<file path="config.mk">
export PLATFORM = sky130hd
export DESIGN_NAME = load_store_unit
export DESIGN_NICKNAME = d
export VERILOG_FILES = /design/src/rtl/load_store_unit.sv
export SDC_FILE = /design/constraint.sdc
export NUM_CORES = 1
export LEC_CHECK = 0
export ABC_AREA = 0
export ABC_CLOCK_PERIOD_IN_PS = 4100
export BUFFER_PORTS_ARGS = -buffer_cell sky130_fd_sc_hd__buf_2
export CAP_MARGIN = 30
export CORE_UTILIZATION = 56
export DETAILED_ROUTE_END_ITERATION = 7
export HOLD_SLACK_MARGIN = 0.05
export PLACE_DENSITY = 0.8
export SLEW_MARGIN = 20
export SYNTH_ARGS = -nofsm -noshare
export SYNTH_HDL_FRONTEND = slang
export SYNTH_SLANG_ARGS = --single-unit
</file>
<file path="constraint.sdc">
create_clock -name i_clk -period 4.1 [get_ports i_clk]
set_input_delay 1.23 -clock i_clk [delete_from_list [all_inputs] [get_ports i_clk]]
set_output_delay 1.23 -clock i_clk [all_outputs]
set_load 0.03 [all_outputs]
</file>
<file path="src/rtl/load_store_unit.sv">
// Data-memory access engine: byte enables, lane-shifted store data, load extension,
// and splitting of word-crossing accesses into two aligned bus beats.
module load_store_unit #(
    parameter int XLEN        = 32,
    parameter int ADDR_W      = 32,
    parameter int SPLIT_MISAL = 1
) (
    input  logic              i_clk,
    input  logic              i_rst,
    input  logic              i_req_valid,
    output logic              o_req_ready,
    input  logic              i_req_write,
    input  logic [ADDR_W-1:0] i_req_addr,
    input  logic [XLEN-1:0]   i_req_wdata,
    input  logic [1:0]        i_req_size,
    input  logic              i_req_unsigned,
    output logic              o_rsp_valid,
    output logic [XLEN-1:0]   o_rsp_rdata,
    output logic              o_rsp_err,
    output logic              o_mem_req,
    input  logic              i_mem_gnt,
    output logic              o_mem_we,
    output logic [ADDR_W-1:0] o_mem_addr,
    output logic [XLEN/8-1:0] o_mem_be,
    output logic [XLEN-1:0]   o_mem_wdata,
    input  logic              i_mem_rvalid,
    input  logic [XLEN-1:0]   i_mem_rdata
);
    localparam int NB  = XLEN / 8;
    localparam int OFS = $clog2(NB);

    // state | meaning
    // IDLE  | ready for a request
    // CHK   | size / alignment check on latched request
    // REQ0  | first bus beat requested, waiting for grant
    // WAIT0 | first beat granted, waiting for rvalid
    // REQ1  | second (split) beat requested
    // WAIT1 | second beat granted, waiting for rvalid
    // RESP  | one-cycle response pulse
    typedef enum logic [2:0] {S_IDLE, S_CHK, S_REQ0, S_WAIT0, S_REQ1, S_WAIT1, S_RESP} state_t;

    state_t            r_state;
    logic              r_write;
    logic              r_unsigned;
    logic [1:0]        r_size;
    logic [ADDR_W-1:0] r_addr;
    logic [XLEN-1:0]   r_wdata;
    logic [XLEN-1:0]   r_beat0;
    logic [XLEN-1:0]   r_beat1;

    logic [OFS-1:0]    w_off;
    logic [3:0]        w_bytes;
    logic [4:0]        w_end;
    logic              w_split;
    logic              w_illegal;
    logic [OFS-1:0]    w_align_mask;
    logic              w_misal;
    logic [2*NB-1:0]   w_mask;
    logic [2*NB-1:0]   w_be_full;
    logic [2*XLEN-1:0] w_wd_full;
    logic [ADDR_W-1:0] w_base;
    logic [XLEN-1:0]   w_lo;
    logic [XLEN-1:0]   w_hi;
    logic [XLEN-1:0]   w_ld;
    logic              w_sign;
    logic [XLEN-1:0]   w_ext;

    assign w_off        = r_addr[OFS-1:0];
    assign w_bytes      = 4'd1 << r_size;
    assign w_end        = 5'(w_off) + 5'(w_bytes);
    assign w_split      = w_end > 5'(NB);
    assign w_illegal    = int'(r_size) > OFS;
    assign w_align_mask = OFS'(w_bytes - 4'd1);
    assign w_misal      = |(w_off & w_align_mask);
    assign w_mask       = (2*NB)'((16'd1 << w_bytes) - 16'd1);
    assign w_be_full    = w_mask << w_off;
    assign w_wd_full    = {{XLEN{1'b0}}, r_wdata} << {w_off, 3'b000};
    assign w_base       = r_addr & ~ADDR_W'(NB - 1);

    // The beat arriving this cycle bypasses its capture register so the response can register now.
    assign w_lo = (r_state == S_WAIT0) ? i_mem_rdata : r_beat0;
    assign w_hi = (r_state == S_WAIT1) ? i_mem_rdata : r_beat1;
    assign w_ld = XLEN'({w_hi, w_lo} >> {w_off, 3'b000});

    always_comb begin
        case (r_size)
            2'd0:    w_sign = w_ld[7];
            2'd1:    w_sign = w_ld[15];
            2'd2:    w_sign = w_ld[31];
            default: w_sign = w_ld[XLEN-1];
        endcase
        w_ext = w_ld;
        for (int i = 0; i < XLEN; i++) begin
            if (i >= 8 * int'(w_bytes)) w_ext[i] = w_sign & ~r_unsigned;
        end
    end

    assign o_req_ready = (r_state == S_IDLE) && !i_rst;

    always_ff @(posedge i_clk) begin
        if (i_rst) begin
            r_state     <= S_IDLE;
            r_write     <= 1'b0;
            r_unsigned  <= 1'b0;
            r_size      <= 2'd0;
            r_addr      <= '0;
            r_wdata     <= '0;
            r_beat0     <= '0;
            r_beat1     <= '0;
            o_rsp_valid <= 1'b0;
            o_rsp_err   <= 1'b0;
            o_rsp_rdata <= '0;
            o_mem_req   <= 1'b0;
            o_mem_we    <= 1'b0;
            o_mem_addr  <= '0;
            o_mem_be    <= '0;
            o_mem_wdata <= '0;
        end else begin
            o_rsp_valid <= 1'b0;
            case (r_state)
                S_IDLE: begin
                    if (i_req_valid) begin
                        r_write    <= i_req_write;
                        r_unsigned <= i_req_unsigned;
                        r_size     <= i_req_size;
                        r_addr     <= i_req_addr;
                        r_wdata    <= i_req_wdata;
                        r_state    <= S_CHK;
                    end
                end
                S_CHK: begin
                    if (w_illegal || (SPLIT_MISAL == 0 && w_misal)) begin
                        o_rsp_valid <= 1'b1;
                        o_rsp_err   <= 1'b1;
                        o_rsp_rdata <= '0;
                        r_state     <= S_RESP;
                    end else begin
                        r_beat1     <= '0;
                        o_mem_req   <= 1'b1;
                        o_mem_we    <= r_write;
                        o_mem_addr  <= w_base;
                        o_mem_be    <= w_be_full[NB-1:0];
                        o_mem_wdata <= w_wd_full[XLEN-1:0];
                        r_state     <= S_REQ0;
                    end
                end
                S_REQ0: begin
                    if (i_mem_gnt) begin
                        o_mem_req <= 1'b0;
                        r_state   <= S_WAIT0;
                    end
                end
                S_WAIT0: begin
                    if (i_mem_rvalid) begin
                        r_beat0 <= i_mem_rdata;
                        if (w_split) begin
                            o_mem_req   <= 1'b1;
                            o_mem_addr  <= w_base + ADDR_W'(NB);
                            o_mem_be    <= w_be_full[2*NB-1:NB];
                            o_mem_wdata <= w_wd_full[2*XLEN-1:XLEN];
                            r_state     <= S_REQ1;
                        end else begin
                            o_rsp_valid <= 1'b1;
                            o_rsp_err   <= 1'b0;
                            o_rsp_rdata <= r_write ? '0 : w_ext;
                            r_state     <= S_RESP;
                        end
                    end
                end
                S_REQ1: begin
                    if (i_mem_gnt) begin
                        o_mem_req <= 1'b0;
                        r_state   <= S_WAIT1;
                    end
                end
                S_WAIT1: begin
                    if (i_mem_rvalid) begin
                        r_beat1     <= i_mem_rdata;
                        o_rsp_valid <= 1'b1;
                        o_rsp_err   <= 1'b0;
                        o_rsp_rdata <= r_write ? '0 : w_ext;
                        r_state     <= S_RESP;
                    end
                end
                default: r_state <= S_IDLE;
            endcase
        end
    end
endmodule
</file>
== Yosys cells after proc, flatten, opt, wreduce, memory -nomap -nowiden ==
Cells that the tools add are included.

* Word-level logic and storage cells: 173
* Input port bits: 105
* Output and inout port bits: 105
* Register bits: 239

* Reduce and logical (&&, ||, !) cells: 17
* Muxes and demuxes: 79
* $lt $le $gt $ge: 34
* Add/sub/neg operators: 3
* Eq/ne operators: 16
* Shift-type cells: 5
* Bitwise operators: 3

{| class="wikitable"
|+ Operators by type and width
! cell !! number
|-
| $mux 32 || 15
|-
| $pmux 32 s2 || 3
|-
| $ge 5x7->1 const A || 16
|-
| $pmux 32 s3 || 1
|-
| $shl 32x5->64 || 1
|-
| $shr 64x5->32 || 1
|-
| $ge 4x7->1 const A || 8
|-
| $mux 1 || 44
|-
| $add 32x3->32 const B || 1
|-
| $ge 3x7->1 const A || 4
|-
| $mux 3 || 6
|-
| $ne 2x2->1 const B || 9
|-
| $pmux 3 s6 || 1
|-
| $reduce_and 5->1 || 3
|-
| $ge 1x7->1 const A || 2
|-
| $ge 2x7->1 const A || 2
|-
| $mux 4 || 3
|-
| $pmux 1 s3 || 3
|-
| $pmux 4 s2 || 1
|-
| $shl 1x4->8 const A || 1
|-
| $shl 8x2->8 || 1
|-
| $sub 8x1->8 const B || 1
|-
| $eq 3x2->1 const B || 2
|-
| $eq 3x3->1 const B || 2
|-
| other kinds (21) || 26
|}

== Longest topological paths before layout ==
* Depth after elaboration: 10
* Depth in mapped cells: 14
* Gate-level depth less buffers: 11

== Worst setup path before layout ==
Ideal clock, no wire load.

* Path type: input to output
* Start: in i_rst
* End: out o_req_ready
* Cell stages on the path: 3
* Path slack: 349 ps
* Buffers on the path: 2
* Required time: 2870 ps
* Arrival: 2521 ps
* Path through: clkbuf_1 -> clkbuf_1 -> nor4_1

* Cells in the longest elaborated chain, start to end: 2

{| class="wikitable"
|+ RTL lines
! element !! line !! text
|-
| from (decl) || 9 || <nowiki>input logic i_rst,</nowiki>
|-
| $logic_not 1->1 || 98 || <nowiki>assign o_req_ready = (r_state == S_IDLE) && !i_rst;</nowiki>
|-
| $logic_and 1x1->1 || 98 ||
|-
| to (decl) || 11 || <nowiki>output logic o_req_ready,</nowiki>
|}

Every way passes these cells.

== Final worst setup path ==
* Start: reg r_size[1]
* End: reg o_rsp_rdata[1]

* Cells in the longest elaborated chain, start to end: 8
* Elaborated cells on any way between the ends: 18
* Classes of those cells: add/sub: 1; order compare: 3; eq/ne: 3; shift: 1; mux: 7; bitwise: 1; reduce/logical: 2

{| class="wikitable"
|+ RTL lines
! element !! line !! text
|-
| from (decl) || 45 || <nowiki>logic [1:0] r_size;</nowiki>
|-
| from (signal assigned) || 125 || <nowiki>r_size <= i_req_size;</nowiki>
|-
| parallel branches: the longest is 8 deep, another holds $add 2x4->5 || -- ||
|-
| to (signal assigned) || 165 || <nowiki>o_rsp_rdata <= r_write ? '0 : w_ext;</nowiki>
|-
| to (signal assigned) || 181 || <nowiki>o_rsp_rdata <= r_write ? '0 : w_ext;</nowiki>
|-
| to (decl) || 18 || <nowiki>output logic [XLEN-1:0] o_rsp_rdata,</nowiki>
|}

Several ways; the timed one is not identified. The select of a mux whose other input is x is not followed.
A chain may end at the register's enable or synchronous reset.

==> impl_metrics.csv <==
group,metric,value,unit
outcome,outcome,"finished clean",
global_route,grt_max_degree,152,
detailed_routing,post-route-drc-count,0,
timing,finalSetupTns,0,ps
synthesis,yosys-top-cells-count,"nand2_1, dfxtp_1, a21oi_1",
power_and_ir_drop,irDropWorstVdd,270,uV
layout,multi_input_area,6090,sq um
die,initial_utilization,0.573,
worst_setup_path,startpoint_type,"register",
clocking,cts_sinks,229,
power_and_ir_drop,total_power,5590,uW
timing,fin_crit,3600,ps
layout,fillers,1609,
layout,layout-drive-gt1-share,0.189,
detailed_routing,wl_met1,13.6,mm
detailed_routing,dr_wl_met3,3.09,mm
synthesis,ys.flop_type,"dfxtp_1",
global_route,grt_pass1_wl,49.4,mm
placement,hpwl,21.5,mm
worst_setup_path,required,4560,ps
detailed_routing,dr.pass1.iters,6,
placement,portBuffers,207,
synthesis,synth_enable_flop_cells,0,
min_path,min_path_type,"register to register",
die,core,19500,sq um
timing,min_period_over_period,0.879,
timing,hold_viol_final,0,
detailed_routing,drt_iter0_drc,1308,
clocking,cts_tree,"done",
synthesis,ys_async_sr_fraction,0,
worst_setup_path,worst-r2r-cell-count,12,
power_and_ir_drop,internal_power,3930,uW
clocking,cts_inserted_buffers,24,
detailed_routing,drt.antenna.violating_nets,0,
synthesis,synth_cell_type_count,58,
die,io_pins,210,
worst_setup_path,r2r-start,"r_size[1]",
power_and_ir_drop,switching_share,0.297,
timing,setup_viol,0,
clocking,cts_resized,0,
timing,rsz0062_at_grt,"false",
layout,instances_no_fill,1821,
global_route,track_usage,0.301,
worst_setup_path,reg2reg_slack,500,ps
worst_setup_path,r2r-end,"o_rsp_rdata[1]",
power_and_ir_drop,seqPwrFrac,0.443,
clocking,worstSkewPairLatency,520,ps
power_and_ir_drop,powerDensity,428,nW/um^2
synthesis,synth_top_area_share,0.411,
global_route,overflow,0,
die,num_rows,51,
power_and_ir_drop,p_leak,0.00498,uW
timing,worstMarginPinSlew,927,ps
power_and_ir_drop,p_switching,1660,uW
power_and_ir_drop,p_clk_frac,0.374,
worst_setup_path,cp-end-kind,"register",
worst_setup_path,critPathLaunch,"r_size[1]",
clocking,cts_buffer_depth,3,
placement,gp_congestion,0.914,
detailed_routing,wl_met2,14.2,mm
detailed_routing,wirelength,31.6,mm
worst_setup_path,critPathKind,"register to register",
power_and_ir_drop,combPwrFrac,0.183,
synthesis,yosysMostFrequentCell,"nand2_1",
synthesis,synth_area_leaders,"dfxtp_1, nand2_1, mux2i_1, a21oi_1, a211oi_1",
timing,slew_headroom,0.382,
timing,final_max_slew_viol_count,0,
clocking,post-cts-setup-buffers,0,
detailed_routing,vias_per_cell,5.96,
global_route,antenna_found_initial,3,
worst_setup_path,worstPathMaxFanout,21,
detailed_routing,vias,10851,
synthesis,yosysWarnings,0,
timing,max_freq,277,MHz
synthesis,ys_ff_latch,229,
synthesis,synth_top_cell_by_area,"dfxtp_1",
synthesis,ys_seq_area_frac,0.411,
clocking,ctsHoldBuffers,0,
detailed_routing,wl_per_cell,17.4,um
clocking,htree_levels,1,
worst_setup_path,worstPathArrival,4060,ps
die,die_width,143,um
layout,regArea,4590,sq um
min_path,worstHoldStart,"o_mem_wdata[27]",
die,die_h,143,um
placement,dp.cells,1777,
layout,syn2layout_area_growth,17.3,%
timing,skew,12.8,ps
clocking,cts_root_buf,"clkbuf_16",
layout,final_nets,1649,
worst_setup_path,cp-endpoint,"o_rsp_rdata[1]",
detailed_routing,dr.max_layer_used,"met4",
clocking,path_clk_slew,60,ps
layout,post-route-util,0.671,
synthesis,netlist_area,11100,sq um
die,die-area,20500,sq um
global_route,grt_pass1_vias,9392,
flow_run,cap_viol_max_count,0,
synthesis,synth.avg_cell_area,7.97,sq um
synthesis,syn_inst,1399,
-- state kept, by name, indices dropped and copies added (netlist names) --
register	flops
r_addr	32
r_unsigned	1
o_mem_be	4
r_write	1
o_rsp_rdata	32
r_beat1	24
o_mem_we	1
r_wdata	32
o_mem_addr	30
r_size	2
o_rsp_valid	1
o_rsp_err	1
r_state	3
r_beat0	32
o_mem_req	1
o_mem_wdata	32
-- logic make-up (layout without fill, tap and decap cells) --
| family | Yosys count | after routing | synth area share |
|---|---|---|---|
| AOI/OAI and AO/OA | 336 | 336 | 0.191 |
| DFF | 229 | 229 | 0.411 |
| buffers and inverters | 125 | 278 | 0.0445 |
| xor gates and xnor gates | 30 | 30 | 0.0236 |
| other | 1 | 5 | 0.000337 |
| adders and majority gates | 5 | 5 | 0.00561 |
| and+or+nand+nor | 565 | 565 | 0.212 |
| muxes | 108 | 108 | 0.111 |
-- cell type report --
type	instances	share of cell area
repair buffers	229	0.0961
flip-flops and latches	229	0.351
inverters	9	0.00259
clock buffers	35	0.0530
diodes	3	0.000575
multi-input cells	1046	0.466
well taps	265	0.0254
clock inverters	5	0.00498
-- how the worst min path moves through the flow --
stage / end / depth (start not counted)
global route: o_mem_be[1] / 2
detailed placement: o_mem_wdata[27] / 2
global placement: o_rsp_rdata[0] / 2
floorplan: r_beat1[16] / 2
finish: o_mem_wdata[27] / 2
CTS: o_mem_wdata[27] / 2
-- layout by cell type (no fill, tap or decap), types with 4 or more instances in the layout --
master	count
nand2_1	333
nand4_1	19
o311ai_0	6
dfxtp_1	227
a211oi_1	47
and3_1	5
nor2_1	92
buf_4	17
ha_1	5
o21ai_0	29
mux2_2	5
nor4_1	4
xnor2_1	11
inv_1	8
clkbuf_16	24
clkbuf_1	6
buf_2	206
a22oi_1	13
o22ai_1	11
nand3_1	44
mux4_2	12
nor3_1	50
a311oi_1	4
a21oi_1	163
mux2i_1	91
clkbuf_8	5
a221oi_1	11
a211o_1	14
xor2_1	19
a22o_1	15
-- worst max-delay path, cell delays in order, from the launching register on --
cell	delay [ps]
dfxtp_1	440
buf_4	230
inv_1	200
nand2_1	150
inv_1	90
xnor2_1	130
ha_1	220
a211oi_1	300
o22a_1	320
o211ai_1	210
or2_2	500
nor4b_2	590
a211o_1	170
-- through the flow --
stage                     hold WS, ps  cell area, sq um  setup slack [ps]
final                             448             13100               496
after global routing              468             13100               258
after detailed placement          442             12300               588
after floorplan                   429             11100               349
after CTS                         448             13000               581
after global placement            434             12300               704
-- routing by layer --
metal	vias up	global-route usage
li1	5222	-
met2	531	0.460
met1	5036	0.433
met5	-	0
met3	62	0.0526
met4	0	0.0821
-- power groups by stage --
stage,Combinational [uW],Clock [uW],Sequential (uW)
finish,1020,2090,2470
detailed placement,1010,0,2520
floorplan,586,0,2620
global placement,988,0,2510
CTS,1010,2110,2470
global route,1120,2210,2490
No activity file was read; power rests on OpenSTA's default activity.
